### src/rtl/fetch_pkg.sv
// Shared types for the instruction fetch front end: FSM states and the FIFO entry layout.
package fetch_pkg;

    typedef enum logic [1:0] {
        IDLE = 2'd0,
        REQ  = 2'd1,
        WAIT = 2'd2
    } fetch_state_t;

    localparam int          INSTR_BYTES = 4;
    localparam logic [31:0] NOP_INSTR   = 32'h0000_0013;

    typedef struct packed {
        logic [31:0] pc;
        logic [31:0] instr;
    } fetch_entry_t;

endpackage

### src/rtl/fetch_fifo.sv
// Instruction buffer: registered FIFO, a push is visible at the head on the next cycle.
// Push into a full FIFO and pop from an empty one are ignored; flush empties it in one cycle.
module fetch_fifo #(
    parameter type entry_t = fetch_pkg::fetch_entry_t,
    parameter int  DEPTH   = 2,
    localparam int PTR_W   = $clog2(DEPTH),
    localparam int CNT_W   = PTR_W + 1
) (
    input  logic             clk,
    input  logic             arst,
    input  logic             flush,
    input  logic             push,
    input  entry_t           push_entry,
    input  logic             pop,
    output entry_t           head,
    output logic [CNT_W-1:0] count,
    output logic             empty,
    output logic             full
);

    entry_t           mem [DEPTH];
    logic [PTR_W-1:0] wr_ptr;
    logic [PTR_W-1:0] rd_ptr;
    logic             do_push;
    logic             do_pop;

    assign empty   = (count == '0);
    assign full    = (count == CNT_W'(DEPTH));
    assign do_push = push & ~full;
    assign do_pop  = pop & ~empty;
    assign head    = mem[rd_ptr];

    // DEPTH is a power of two, so the pointers wrap naturally.
    always_ff @(posedge clk or posedge arst) begin
        if (arst) begin
            wr_ptr <= '0;
            rd_ptr <= '0;
            count  <= '0;
            for (int i = 0; i < DEPTH; i++) begin
                mem[i] <= '0;
            end
        end else if (flush) begin
            wr_ptr <= '0;
            rd_ptr <= '0;
            count  <= '0;
        end else begin
            if (do_push) begin
                mem[wr_ptr] <= push_entry;
                wr_ptr      <= wr_ptr + PTR_W'(1);
            end
            if (do_pop) begin
                rd_ptr <= rd_ptr + PTR_W'(1);
            end
            count <= count + CNT_W'(do_push) - CNT_W'(do_pop);
        end
    end

endmodule

### src/rtl/instr_fetch_unit.sv
// Fetch front end: one outstanding imem request, returned words buffered for decode.
// Word reaches decode the cycle after its response; requests stop while the buffer is reserved full.
module instr_fetch_unit
    import fetch_pkg::*;
#(
    parameter int                    DATA_WIDTH = 32,
    parameter int                    ADDR_WIDTH = 32,
    parameter logic [ADDR_WIDTH-1:0] RESET_PC   = 32'h0000_0000,
    parameter int                    FIFO_DEPTH = 2
) (
    input  logic                  clk,
    input  logic                  arst,
    output logic                  imem_req_valid,
    input  logic                  imem_req_ready,
    output logic [ADDR_WIDTH-1:0] imem_req_addr,
    input  logic                  imem_rsp_valid,
    input  logic [DATA_WIDTH-1:0] imem_rsp_data,
    output logic                  instr_valid,
    input  logic                  instr_ready,
    output logic [DATA_WIDTH-1:0] instruction,
    output logic [ADDR_WIDTH-1:0] instr_pc,
    input  logic                  redirect_valid,
    input  logic [ADDR_WIDTH-1:0] redirect_pc
);

    localparam int CNT_W = $clog2(FIFO_DEPTH) + 1;

    typedef struct packed {
        logic [ADDR_WIDTH-1:0] pc;
        logic [DATA_WIDTH-1:0] instr;
    } entry_t;

    fetch_state_t          state;
    fetch_state_t          state_next;
    logic [ADDR_WIDTH-1:0] fetch_pc;
    logic [ADDR_WIDTH-1:0] fetch_pc_next;
    logic [ADDR_WIDTH-1:0] req_addr;
    logic [ADDR_WIDTH-1:0] req_addr_next;
    logic [ADDR_WIDTH-1:0] redirect_aligned;
    logic                  drop;
    logic                  drop_next;
    logic                  push;
    logic                  pop;
    logic                  empty;
    logic                  full;
    logic [CNT_W-1:0]      count;
    logic [CNT_W-1:0]      count_base;
    entry_t                push_entry;
    entry_t                head;

    assign redirect_aligned = redirect_pc & ~ADDR_WIDTH'(INSTR_BYTES - 1);
    assign pop              = ~empty & instr_ready & ~redirect_valid;
    // Occupancy after this cycle's flush/pop, before any push.
    assign count_base       = redirect_valid ? '0 : count - CNT_W'(pop);
    assign push_entry       = '{pc: fetch_pc, instr: imem_rsp_data};

    always_comb begin
        state_next    = state;
        fetch_pc_next = fetch_pc;
        req_addr_next = req_addr;
        drop_next     = drop;
        push          = 1'b0;
        case (state)
            IDLE: begin
                if (count_base < CNT_W'(FIFO_DEPTH)) state_next = REQ;
            end
            REQ: begin
                if (imem_req_ready) state_next = WAIT;
                // Whether or not it is accepted now, this request's response is stale.
                if (redirect_valid) drop_next = 1'b1;
            end
            WAIT: begin
                if (imem_rsp_valid) begin
                    push      = ~drop & ~redirect_valid & ~full;
                    drop_next = 1'b0;
                    if (count_base + CNT_W'(push) < CNT_W'(FIFO_DEPTH)) state_next = REQ;
                    else                                                  state_next = IDLE;
                end else if (redirect_valid) begin
                    drop_next = 1'b1;
                end
            end
            default: state_next = IDLE;
        endcase
        if (redirect_valid)  fetch_pc_next = redirect_aligned;
        else if (push)       fetch_pc_next = fetch_pc + ADDR_WIDTH'(INSTR_BYTES);
        // The request address is captured on entry to REQ and held until accepted.
        if (state_next == REQ && state != REQ) req_addr_next = fetch_pc_next;
    end

    always_ff @(posedge clk or posedge arst) begin
        if (arst) begin
            state    <= IDLE;
            fetch_pc <= RESET_PC;
            req_addr <= RESET_PC;
            drop     <= 1'b0;
        end else begin
            state    <= state_next;
            fetch_pc <= fetch_pc_next;
            req_addr <= req_addr_next;
            drop     <= drop_next;
        end
    end

    fetch_fifo #(
        .entry_t (entry_t),
        .DEPTH   (FIFO_DEPTH)
    ) u_fifo (
        .clk        (clk),
        .arst       (arst),
        .flush      (redirect_valid),
        .push       (push),
        .push_entry (push_entry),
        .pop        (pop),
        .head       (head),
        .count      (count),
        .empty      (empty),
        .full       (full)
    );

    assign imem_req_valid = (state == REQ);
    assign imem_req_addr  = req_addr;
    assign instr_valid    = ~empty;
    assign instruction    = head.instr;
    assign instr_pc       = head.pc;

endmodule

### config.mk
export PLATFORM = sky130hd
export DESIGN_NAME = instr_fetch_unit
export DESIGN_NICKNAME = d
export VERILOG_FILES = /design/src/rtl/fetch_pkg.sv /design/src/rtl/fetch_fifo.sv /design/src/rtl/instr_fetch_unit.sv
export SDC_FILE = /design/constraint.sdc
export NUM_CORES = 1
export LEC_CHECK = 0
export ABC_AREA = 1
export BUFFER_PORTS_ARGS = -buffer_cell sky130_fd_sc_hd__buf_2
export CORE_MARGIN = 8
export CORE_UTILIZATION = 45
export DETAILED_ROUTE_END_ITERATION = 8
export PLACE_DENSITY = 0.7
export SLEW_MARGIN = 10
export SYNTH_ARGS = -nofsm -noshare
export SYNTH_HDL_FRONTEND = slang
export SYNTH_SLANG_ARGS = --single-unit
### constraint.sdc
create_clock -name clk -period 17.3 [get_ports clk]
set_clock_uncertainty 0.05 [all_clocks]
set_input_delay 0.865 -clock clk [delete_from_list [all_inputs] [get_ports clk]]
set_output_delay 0.865 -clock clk [all_outputs]
set_load 0.005 [all_outputs]
Yosys cells after proc, flatten, opt, wreduce, memory -nomap -nowiden
Cells that the tools add are included.
- $add $sub $neg: 7
- order comparisons: 5
- equality and inequality tests: 5
- muxes and demuxes: 24
- bitwise operators: 12
- reduce and logical (&&, ||, !) cells: 8
- operators by type and width (cell ; count):
    $mux 64 ; 4
    $bwmux 128 ; 1
    $demux 64 s1 ; 1
    $mux 32 ; 2
    $add 32x3->32 const B ; 1
    $mux 2 ; 5
    $mux 1 ; 9
    $and 1x1->1 ; 6
    $pmux 2 s3 ; 1
    $reduce_bool 2->1 ; 3
    $add 2x1->2 ; 2
    $eq 2x1->1 const B ; 2
    $eq 2x2->1 const B ; 2
    $ge 2x2->1 const B ; 2
    $logic_not 2->1 ; 2
    $lt 2x2->1 const B ; 2
    $not 1->1 ; 4
    $not 1->2 ; 2
    $sub 2x1->2 ; 2
    $add 1x1->1 const B ; 2
    $logic_and 1x1->1 ; 2
    $lt 2x1->1 const B ; 1
    $ne 2x1->1 const B ; 1
    $pmux 1 s2 ; 1
    $reduce_and 2->1 ; 1
- bits in registers: 199
- input bits: 70
- output and inout port bits: 98
- word-level logic and storage cells: 72

Depth between registers and ports, before layout
- depth after elaboration: 13
- gate-level depth with buffers: 18
- gate-level depth less buffers: 17

Hierarchy
Synthesis repeated with hierarchy kept, for this count alone.
- cell total of the unflattened synthesis: 1314
- area, all modules: 10005.8 um2
- by module, submodules not included (module ; instances ; cells an instance ; area each (um2) ; sequential area each (um2)):
    fetch_fifo ; 1 ; 812 ; 6357.3 ; 3303.2
    instr_fetch_unit ; 1 ; 502 ; 3648.5 ; 1676.6

Least setup slack after synthesis
OpenSTA, ideal clock, no wires.
- path kind: input -> register
- start: in redirect_valid
- end: reg req_addr[31], in the netlist imem_req_addr[31]
- library setup time: 117 ps
- arrival time: 2396 ps
- data required time: 17133 ps
- slack: 14737 ps
- cell stages on the path: 16
- buffers on the path: 2
- path through: clkbuf_1 > nor2_1 > ha_1 > nand2_1 > nand2_1 > nor2_1 > inv_1 > nand2_1 > nand3_1 > nand2_1 > nand2_1 > nor2_4 > inv_2 > buf_2 > nand2_1 > nand2_1
- longest elaborated chain between the ends: 11
- elaborated cells between the ends (all ways): 19
- those cells by class: add/sub (2); order compare (2); eq/ne (1); mux (9); bitwise (4); reduce/logical (1)
- ends and longest elaborated chain (element ; RTL line ; source):
    from (decl) ; instr_fetch_unit.sv:22 ; input logic redirect_valid,
    $not 1->1 (no line) ; n/a ;
    $and 1x1->1 ; instr_fetch_unit.sv:52 ; assign pop = ~empty & instr_ready & ~redirect_valid;
    $sub 2x1->2 ; instr_fetch_unit.sv:54 ; assign count_base = redirect_valid ? '0 : count - CNT_W'(pop);
    $mux 2 ; instr_fetch_unit.sv:54 ;
    $add 2x1->2 ; instr_fetch_unit.sv:76 ; if (count_base + CNT_W'(push) < CNT_W'(FIFO_DEPTH)) state_next = REQ;
    $lt 2x2->1 ; instr_fetch_unit.sv:76 ;
    $mux 1 ; instr_fetch_unit.sv:76 ;
    $mux 2 ; instr_fetch_unit.sv:73 ; if (imem_rsp_valid) begin
    $pmux 2 s3 ; instr_fetch_unit.sv:63 ; case (state)
    $eq 2x1->1 ; instr_fetch_unit.sv:87 ; if (state_next == REQ && state != REQ) req_addr_next = fetch_pc_next;
    $logic_and 1x1->1 ; instr_fetch_unit.sv:87 ;
    to (signal assigned) ; instr_fetch_unit.sv:99 ; req_addr <= req_addr_next;
    to (decl) ; instr_fetch_unit.sv:37 ; logic [ADDR_WIDTH-1:0] req_addr;
Several ways; a longest one is shown, not always the timed one.
A chain may end at the register's enable or synchronous reset.

Final worst setup path
- start: reg u_fifo.rd_ptr
- end: out instruction[16]
- longest elaborated chain between the ends: 4
- ends and longest elaborated chain (element ; RTL line ; source):
    from (decl) ; fetch_fifo.sv:23 ; logic [PTR_W-1:0] rd_ptr;
    from (signal assigned) ; fetch_fifo.sv:52 ; rd_ptr <= rd_ptr + PTR_W'(1);
    $not 1->2 (implied by the code) ; fetch_fifo.sv:31 ; assign head = mem[rd_ptr];
    $mux 64 (implied by the code) (3 in series) ; fetch_fifo.sv:31 ;
    to (decl) ; instr_fetch_unit.sv:20 ; output logic [DATA_WIDTH-1:0] instruction,
No other way between the ends. The select of a mux whose other input is x is not followed.

==> flow_metrics.tcl <==
set metrics [dict create \
    met2_length_um 9800 \
    r2r.worst_path.cells 17 \
    dr_wl_met3_um 1410 \
    finalMaxSlewViolations 0 \
    hold_viol_final 0 \
    antenna_found_initial 0 \
    yosysWarnings 0 \
    seq_area_frac_synth 0.544 \
    cts-root-buf "clkbuf_16" \
    status "complete, no violations" \
    whs_ns 0.419 \
    clockBufferDepth 2 \
    synthFlopType "dfrtp_1" \
    routed_wl_um 22300 \
    startpoint "u_fifo.rd_ptr$_DFFE_PP0P_" \
    netlist_instances 1177 \
    diodes 0 \
    slew_headroom 0.333 \
    start_kind "register" \
    grt_pass1_wl_um 37100 \
    avgSynthCellArea_um2 7.78 \
    rsz0062_at_grt "false" \
    drc 0 \
    cap_viol_max_count 0 \
    vias_per_cell 4.81 \
    setup-tns-final_ns 0 \
    power_density_nw_per_um2 128 \
    period_minus_slack_ns 3.53 \
    cp-endpoint "instruction[16]" \
    max_freq_mhz 283 \
    grt.total_usage 0.184 \
    clock_sinks 199 \
    dp.final_hpwl_um 14800 \
    cts_setup_buffers 0 \
    synth_edf_count 0 \
    vias 7656 \
    r2r_end "imem_req_addr[14]$_DFFE_PP0P_" \
    grt_max_degree 120 \
    globalplace.congestion 0.879 \
    htree_levels 4 \
    r2r_setup_slack_ns 14.16 \
    synth.distinct_cells 32 \
    io_pins 168 \
    clock_latency_ns 0.43 \
    first_pass_iters 5 \
    cts.clk_slew.worst_paths_ns 0.08 \
    leakagePower_nw 5.88 \
    endpoint_kind "output pin" \
    hp-class "register to register" \
    drt_iter0_drc 693 \
    wl_per_cell_um 14.0 \
    worstPathArrival_ns 2.62 \
    netlist_area_um2 9160 \
    ir_drop_mv 0.0988 \
    synthArstFlopShare 1.00 \
    setup-violations-final 0 \
    critPathKind "register to output pin" \
    start_util 0.456 \
    post_cts_resized 0 \
    mostFrequentLayoutCell "nand2_1" \
    rr_startpoint "u_fifo.count[1]$_DFF_PP0_" \
    core_um2 20100 \
    hold_buffers 0 \
    nets 1388 \
    postRouteAntennaNets 0 \
    worstMarginPinSlew_ns 1.00 \
    ys_ff_latch 199 \
    cts_tree "built" \
    fin_crit_sh 0.204 \
    worstPathMaxFanout 65 \
    die_area_um2 25200 \
    finalPower_w 0.00138 \
    area_growth_pct 17.8 \
    syn-num-nets 1255 \
    cts_inserted_buffers 17 \
    drive_gt1_frac 0.171 \
    grt_pass1_vias 7438 \
    layout_common_cells "nand2_1, dfrtp_1, buf_2" \
    fp.dieH_um 159 \
    m1WireLength_um 10800 \
    overflow 0 \
    worst_ep_required_time_ns 16.39 \
    portBuffers 165 \
    rows 52 \
    die_w_um 159 \
    highest-signal-layer "met4" \
]
[kinds of logic after synthesis]
logic type / Yosys count / share of synthesized area
AOI/OAI and AO/OA: 161 / 0.0892
buffers and inverters: 160 / 0.0690
xor gates and xnor gates: 4 / 0.00382
DFF: 199 / 0.544
adders and majority gates: 8 / 0.0109
and+or+nand+nor: 645 / 0.284
[worst min path at each step]
stage | slack [ns] | cells past startpoint | endpoint | startpoint
after floorplan | 0.40 | 2 | u_fifo.mem[0]$_DFFE_PP0P_ | u_fifo.mem[0]$_DFFE_PP0P_
after global placement | 0.40 | 2 | imem_req_addr[13]$_DFFE_PP0P_ | imem_req_addr[13]$_DFFE_PP0P_
after detailed placement | 0.40 | 2 | imem_req_addr[7]$_DFFE_PP0P_ | imem_req_addr[7]$_DFFE_PP0P_
after CTS | 0.42 | 2 | imem_req_addr[7]$_DFFE_PP0P_ | imem_req_addr[7]$_DFFE_PP0P_
after global routing | 0.45 | 2 | imem_req_addr[5]$_DFFE_PP0P_ | imem_req_addr[5]$_DFFE_PP0P_
final | 0.42 | 2 | imem_req_addr[7]$_DFFE_PP0P_ | imem_req_addr[7]$_DFFE_PP0P_
[per-layer routing]
| layer | track usage | vias up |
|---|---|---|
| met5 | 0 | - |
| met4 | 0.0579 | 0 |
| met3 | 0.0383 | 21 |
| met2 | 0.277 | 215 |
| met1 | 0.262 | 3500 |
| li1 | - | 3920 |
[worst max-delay path, stage by stage, from the launching register on]
cell     delay, ns
dfrtp_2       0.35
buf_4         0.61
inv_2         0.49
buf_4         0.40
nand2_1       0.11
nand2_1       0.06
buf_2         0.13
[Yosys cell counts, drive strengths merged, types with 5 or more instances]
cell    count  area (um^2)
a21oi       8         40.0
and2        5         31.3
buf        21          109
clkbuf     35          133
dfrtp     199         4980
ha          8          100
inv       103          387
nand2     525         1970
nand3      52          278
nand4       8         50.1
nor2       43          186
nor3        5         35.0
o21ai     147          736
or2         5         31.3
[metrics by stage]
step	util	worst slack (ns)	instance area, um^2	cells
3_5_place_dp	0.505	13.36	10100	1561
5_1_grt	0.537	13.32	10800	1592
6_report	0.537	13.77	10800	1592
3_3_place_gp	0.505	13.35	10100	1561
4_1_cts	0.537	13.70	10800	1592
2_1_floorplan	-	10.96	9160	1177
[layout make-up]
type                    count  area [um^2]
clock buffers              19          453
fillers                  1929         9320
inverters                 104          398
multi-input cells         818         3560
well taps                 270          338
flip-flops and latches    199         4980
repair buffers            170          863
clock inverters            12          190
[where the power goes]
part           internal, W  leakage [nW]  total (W)  switching [W]
Combinational     0.000137          2.92   0.000350       0.000214
Clock             0.000253         0.314   0.000432       0.000179
Sequential        0.000553          2.65   0.000603      0.0000494
Total             0.000942          5.88    0.00138       0.000443
[sequential cells by signal (all words and copies together) (netlist names)]
signal,flops
drop,1
fetch_pc,32
imem_req_addr,32
state,2
u_fifo.count,2
u_fifo.mem,128
u_fifo.rd_ptr,1
u_fifo.wr_ptr,1
(Power assumes the default switching activity.)
